<file path="src/rtl/miniRV_pkg.sv">
// miniRV_pkg: shared encodings for the miniRV-1 memory stage
package miniRV_pkg;
    localparam logic [2:0] WB_DRAM  = 3'd1;
    localparam logic [2:0] WB_PC4   = 3'd2;
    localparam logic [2:0] WB_IMM   = 3'd3;
    localparam logic [2:0] WB_PCIMM = 3'd4;
    localparam logic [1:0] MASK_B   = 2'd0;
    localparam logic [1:0] MASK_H   = 2'd1;
    localparam logic [1:0] ST_IDLE  = 2'd0;
    localparam logic [1:0] ST_REQ   = 2'd1;
    localparam logic [1:0] ST_WAIT  = 2'd2;
endpackage

</file>
<file path="src/rtl/mem_align.sv">
// mem_align: store lane replication/byte enables and load extract/extend
module mem_align
    import miniRV_pkg::*;
(
    input  logic [1:0]  mask_op_i,
    input  logic        mask_sign_i,
    input  logic [1:0]  off_i,
    input  logic [31:0] st_data_i,
    input  logic [31:0] ld_word_i,
    output logic [3:0]  be_o,
    output logic [31:0] wdata_o,
    output logic [31:0] ld_data_o,
    output logic        misalign_o
);
    logic [31:0] sh;
    logic        is_b, is_h;
    // Reserved size code falls through to word handling
    always_comb begin
        is_b = mask_op_i == MASK_B;
        is_h = mask_op_i == MASK_H;
        sh = ld_word_i >> {off_i, 3'b000};
        misalign_o = is_h ? off_i[0] : ~is_b & (off_i != 2'b00);
        be_o = is_b ? 4'b0001 << off_i : is_h ? 4'b0011 << off_i : 4'b1111;
        wdata_o = is_b ? {4{st_data_i[7:0]}} : is_h ? {2{st_data_i[15:0]}} : st_data_i;
        ld_data_o = is_b ? {{24{mask_sign_i & sh[7]}}, sh[7:0]} :
                    is_h ? {{16{mask_sign_i & sh[15]}}, sh[15:0]} : sh;
    end
endmodule

</file>
<file path="src/rtl/mem_access.sv">
// mem_access: miniRV-1 memory stage with bus handshake, stall and MEM/WB register
module mem_access
    import miniRV_pkg::*;
(
    input  logic        clk_i,
    input  logic        rst_i,
    input  logic [31:0] alu_c_i,
    input  logic [31:0] rD2_i,
    input  logic [31:0] pc4_i,
    input  logic [31:0] pcimm_i,
    input  logic [31:0] imm_i,
    input  logic [4:0]  wR_i,
    input  logic [1:0]  mask_op_i,
    input  logic        mask_sign_i,
    input  logic        dram_we_i,
    input  logic [2:0]  wb_sel_i,
    input  logic        rf_we_i,
    input  logic        null_i,
    output logic        dm_req_o,
    output logic        dm_we_o,
    output logic [31:0] dm_addr_o,
    output logic [3:0]  dm_be_o,
    output logic [31:0] dm_wdata_o,
    input  logic        dm_gnt_i,
    input  logic        dm_rvalid_i,
    input  logic [31:0] dm_rdata_i,
    output logic        stall_o,
    output logic [4:0]  wR_o,
    output logic [31:0] wD_o,
    output logic        rf_we_o,
    output logic        null_o,
    output logic        misalign_o
);
    logic [1:0]  state, state_d;
    logic [3:0]  be;
    logic [31:0] ld_data, wd_sel;
    logic        mis, mem_op, op_ok, in_wait, st_done, ld_done, drop, bub;

    mem_align u_align (
        .mask_op_i   (mask_op_i),
        .mask_sign_i (mask_sign_i),
        .off_i       (alu_c_i[1:0]),
        .st_data_i   (rD2_i),
        .ld_word_i   (dm_rdata_i),
        .be_o        (be),
        .wdata_o     (dm_wdata_o),
        .ld_data_o   (ld_data),
        .misalign_o  (mis)
    );

    assign dm_addr_o = {alu_c_i[31:2], 2'b00};

    // Bus request, stall and next state; rvalid only counts while waiting for load data
    always_comb begin
        mem_op = ~null_i & (dram_we_i | (wb_sel_i == WB_DRAM));
        drop = mem_op & mis;
        op_ok = mem_op & ~mis & ~rst_i;
        in_wait = state == ST_WAIT;
        st_done = ~in_wait & dram_we_i & dm_gnt_i;
        ld_done = in_wait & dm_rvalid_i;
        dm_req_o = op_ok & ~in_wait;
        dm_we_o = dm_req_o & dram_we_i;
        dm_be_o = dram_we_i ? be : 4'b0000;
        stall_o = op_ok & ~st_done & ~ld_done;
        bub = stall_o | drop;
        state_d = in_wait ? (dm_rvalid_i ? ST_IDLE : ST_WAIT) :
                  ~op_ok ? ST_IDLE : ~dm_gnt_i ? ST_REQ : dram_we_i ? ST_IDLE : ST_WAIT;
        wd_sel = wb_sel_i == WB_DRAM ? ld_data : wb_sel_i == WB_PC4 ? pc4_i :
                 wb_sel_i == WB_IMM ? imm_i : wb_sel_i == WB_PCIMM ? pcimm_i : alu_c_i;
    end

    // Handshake state; reset abandons any outstanding access
    always_ff @(posedge clk_i or posedge rst_i) begin
        if (rst_i) state <= ST_IDLE;
        else state <= state_d;
    end

    // MEM/WB register: bubbles while stalled or when a misaligned access is dropped
    always_ff @(posedge clk_i or posedge rst_i) begin
        if (rst_i) begin
            wR_o <= 5'd0;
            wD_o <= 32'd0;
            rf_we_o <= 1'b0;
            null_o <= 1'b1;
            misalign_o <= 1'b0;
        end else begin
            wR_o <= bub ? 5'd0 : wR_i;
            wD_o <= bub ? 32'd0 : wd_sel;
            rf_we_o <= ~bub & rf_we_i & ~null_i;
            null_o <= bub | null_i;
            misalign_o <= drop;
        end
    end
endmodule

</file>
<file path="config.mk">
export PLATFORM = sky130hd
export DESIGN_NAME = mem_access
export DESIGN_NICKNAME = d
export VERILOG_FILES = /design/src/rtl/miniRV_pkg.sv /design/src/rtl/mem_align.sv /design/src/rtl/mem_access.sv
export SDC_FILE = /design/constraint.sdc
export NUM_CORES = 1
export LEC_CHECK = 0
export CORE_UTILIZATION = 26
export CTS_CLUSTER_DIAMETER = 150
export CTS_CLUSTER_SIZE = 10
export DETAILED_ROUTE_END_ITERATION = 12
export DONT_BUFFER_PORTS = 1
export HOLD_SLACK_MARGIN = 0.15
export PLACE_DENSITY = 0.43
export SYNTH_ARGS = -nofsm -noshare
export SYNTH_HDL_FRONTEND = slang
export SYNTH_SLANG_ARGS = --single-unit
</file>
<file path="constraint.sdc">
create_clock -name clk_i -period 4.4 [get_ports clk_i]
set_input_delay 0.66 -clock clk_i [delete_from_list [all_inputs] [get_ports clk_i]]
set_output_delay 0.66 -clock clk_i [all_outputs]
set_load 0.005 [all_outputs]
</file>
==> metrics list <==
- At the placement stage, the worst setup path has a slack of 1.66 ns.
- Fraction of final layout cells sized beyond drive strength 1: 16.8%
* Post-Syn Instances: 545
- Number of synthesized flops with an enable pin: 0
- The analysis attributes to cell leakage a power of 1.79 nW.
- The synthesized design spends more area on one cell type than any other, namely sky130_fd_sc_hd__dfrtp_1.
- Worst Path Class, Setup: primary input to primary output
- Clock-pin slew was measured on the worst setup and hold paths at 0.06 ns.
- The hold violation total from the final report came to 0.
- The run finished with clean final reports.
- The first routing iteration left 179 violations.
* Post CTS Setup Buffer Count: 0
* Clk Latency, worst-skew pair: 0.30 ns
- The first global-routing pass estimated 25000 um of wire.
- Time the worst path needs with I/O delays and setup: 2.66 ns
* Final worst slack: ~1.7 ns
- Total negative setup slack: 0 ns
- Post-DR vias/cell: 5.57
- Yosys reg bits: 42
- On the final layout, the worst clock skew is 0.00805 ns.
- Number of cell instances on the worst register-to-register path: 5
- Ant diodes: 0
- During placement, the flow inserted port buffers numbering 0.
- In this run the cell area of the synthesized design comes to 4480 sq um.
- Placed wire-length estimate after detailed placement: between 10000 and 15000 um
- In this run the worst path has a maximum fanout of 44.
- DR DRC count: 0
* Initial antenna violation count: 0
- In this run, post-CTS hold repair placed 0 buffers.
- Top cells by area, synth: sky130_fd_sc_hd__dfrtp_1 (23%), sky130_fd_sc_hd__nand2_1 (11%), sky130_fd_sc_hd__mux2i_1 (9.2%)
- Total I/O pin count: 321
* MaxCap Viol Count: 0
- The worst setup path is captured at a primary output.
- TritonCTS Sinks: 42
- The net count of the finished layout is approximately 690.
- Worst vdd ir: 0.113 mV
- Sequential cells were found to cover 23.5% of the synthesized design area.
* Most common cell in the netlist: sky130_fd_sc_hd__nand2_1
- At the end of the flow the core is filled with cells to 26.7%.
- Yosys top cell area share: 22.9%
- At the pin with the least slew margin, the transition time is 1.03 ns.
- Total clock buffers created by CTS: 5
- The commonest cells after synthesis are sky130_fd_sc_hd__nand2_1 (129), sky130_fd_sc_hd__buf_4 (42), sky130_fd_sc_hd__dfrtp_1 (41), sky130_fd_sc_hd__mux2i_1 (41), sky130_fd_sc_hd__a21oi_1 (37).
* Die outline height: 133 um
* Required @ worst endpoint: between 3 and 4 ns
- Avg Cell Area, Syn: 8.22 sq um
- Yosys printed 0 warnings.
* Power density cells: approximately 270 nW/um^2
- STA classifies the critical path startpoint as a primary input.
* GR Overflow Total: 0
- The floorplan step defined a die boundary enclosing 17800 sq um.
- TritonCTS built the clock tree.
* Area of the core: 16700 sq um
* Setup repair after global routing missed its margin: false
* Global routing usage summed across all routing layers: 18.6%
- Area growth from synthesis to final layout: -0.502%
* Count of antenna-violating nets left after detailed routing: 0
- The clock tree synthesis step divided the H-tree into 2 levels.
* WP data arrival: 2.00 ns
- Gpl congestion: between 0.8 and 0.9
- Initial Utilization: 26.8%
- The final layout contains routed wiring with a total length of approximately 17000 um.
* Final setup vio count: 0
* Largest net degree at the start of global routing: 68
- Headroom to the max-slew limit came out at between 30% and 40%.
- Dominant register cell in the synthesized netlist: sky130_fd_sc_hd__dfrtp_1
- The number of pins with negative max-slew slack in the final report is 0.
- Count of different cell masters after synthesis: 50
* Fraction of the cycle the final worst path needs: 60.3%
- Fill cells in the final layout number between 1500 and 2000.
- The worst hold path belongs to the class primary input to async pin.
* Root buffer selected by CTS: sky130_fd_sc_hd__clkbuf_16
- Maximum buffer depth of the clock tree: 2
* Number of search-and-repair iterations in the first detailed-routing pass: 4
* Standard-cell rows: 47
- The via count of the first global-routing pass was 4031.
- Static timing analysis puts the maximum clock frequency at 0.377 GHz.
- Vias after detailed routing: 3873
- In the final routed layout, each cell accounts on average for 24.7 um.
- The die is around 130 um wide.
* Share of flip-flops with an asynchronous set or reset: 100%
- Post-layout total power: 0.00120 W
* Number of gates given a new drive strength after cts: 0
## stage by stage
stage | cell area (sq um) | hold WS [ns] | cells
finish | 4460 | 0.396 | 695
global route | 4460 | 0.418 | 695
CTS | 4460 | 0.422 | 695
detailed placement | 4290 | 0.635 | 687
global placement | 4290 | 0.643 | 687
floorplan | 4490 | 0.600 | 546
## registers in the layout, indices dropped and copies added, names as in the netlist
name	count
wD_o	32
wR_o	5
state	2
misalign_o	1
null_o	1
rf_we_o	1
## cell type report
cell class                 count  area [sq um]  share of cell area, %
multi-input combinational    410          2880                   64.7
tap                          220           275                   6.17
clock buffer                   5           125                   2.81
sequential                    42          1050                   23.6
inverter                       9          33.8                  0.758
clock inverter                 3          43.8                  0.982
timing repair buffer           6          45.0                   1.01
## worst paths after layout
| path | from | to | slack, ns |
|---|---|---|---|
| min in group clk_i | null_i | rf_we_o$_DFF_PP0_ | 0.43 |
| worst min register to register | state[0]$_DFF_PP0_ | state[1]$_DFF_PP0_ | 0.66 |
| worst min-delay path | rst_i | wD_o[30]$_DFF_PP0_ | 0.40 |
| worst max-delay path | alu_c_i[0] | dm_we_o | 1.74 |
| max in group asynchronous | rst_i | wD_o[10]$_DFF_PP0_ | 3.58 |
| worst max register to register | state[0]$_DFF_PP0_ | wD_o[30]$_DFF_PP0_ | 2.51 |
## metal layers
layer	vias to the layer above	global-route usage [%]	part of all wire, %
li1	1773	-	-
met1	1853	21.0	39
met2	233	34.1	50
met3	14	5.63	9.2
met4	0	4.23	1.3
met5	-	0	0
## critical path: stages
cell,delay [ns]
sky130_fd_sc_hd__clkinv_1,0.21
sky130_fd_sc_hd__ha_1,0.24
sky130_fd_sc_hd__mux2i_1,0.10
sky130_fd_sc_hd__or4_1,0.58
sky130_fd_sc_hd__nor2_1,0.19
## power by group
part	switching (W)	internal [W]	total [W]
Sequential	0.0000322	0.000431	0.000463
Combinational	0.000160	0.000140	0.000300
Clock	0.000171	0.000269	0.000440
Total	0.000363	0.000840	0.00120
## cells in the final DEF, fill, tap and decap left out, drive strengths merged
master and n:
nand2 130, mux2i 41, dfrtp 41, a21oi 37, nor2 26, mux2 18
a211oi 17, a221oi 17, a31o 17, and3 15, a2bb2oi 15, a2111oi 15
o21ai 9, nand3b 9, o211ai 9, inv 9, nor2b 6, buf 6
nor3 6, clkbuf 5, ha 4, or2 3, nand2b 2, conb 2
clkinv 2, nor3b 2, o21bai 1, nand4b 1, or4b 1, o22ai 1
xnor2 1, o32ai 1, and2 1, o221ai 1, or4 1, a32o 1
bufinv 1, dfstp 1
## cell families after synthesis
group,count (synthesis),synth area share [%]
simple gates,203,20.8
compound gates,141,28.1
buf+inv,94,12.5
mux,59,13.7
flops,42,23.5
fa+ha+maj,4,1.12
other cells,1,0.0837
xor+xnor,1,0.195
Power figures use the tool's default switching activity.
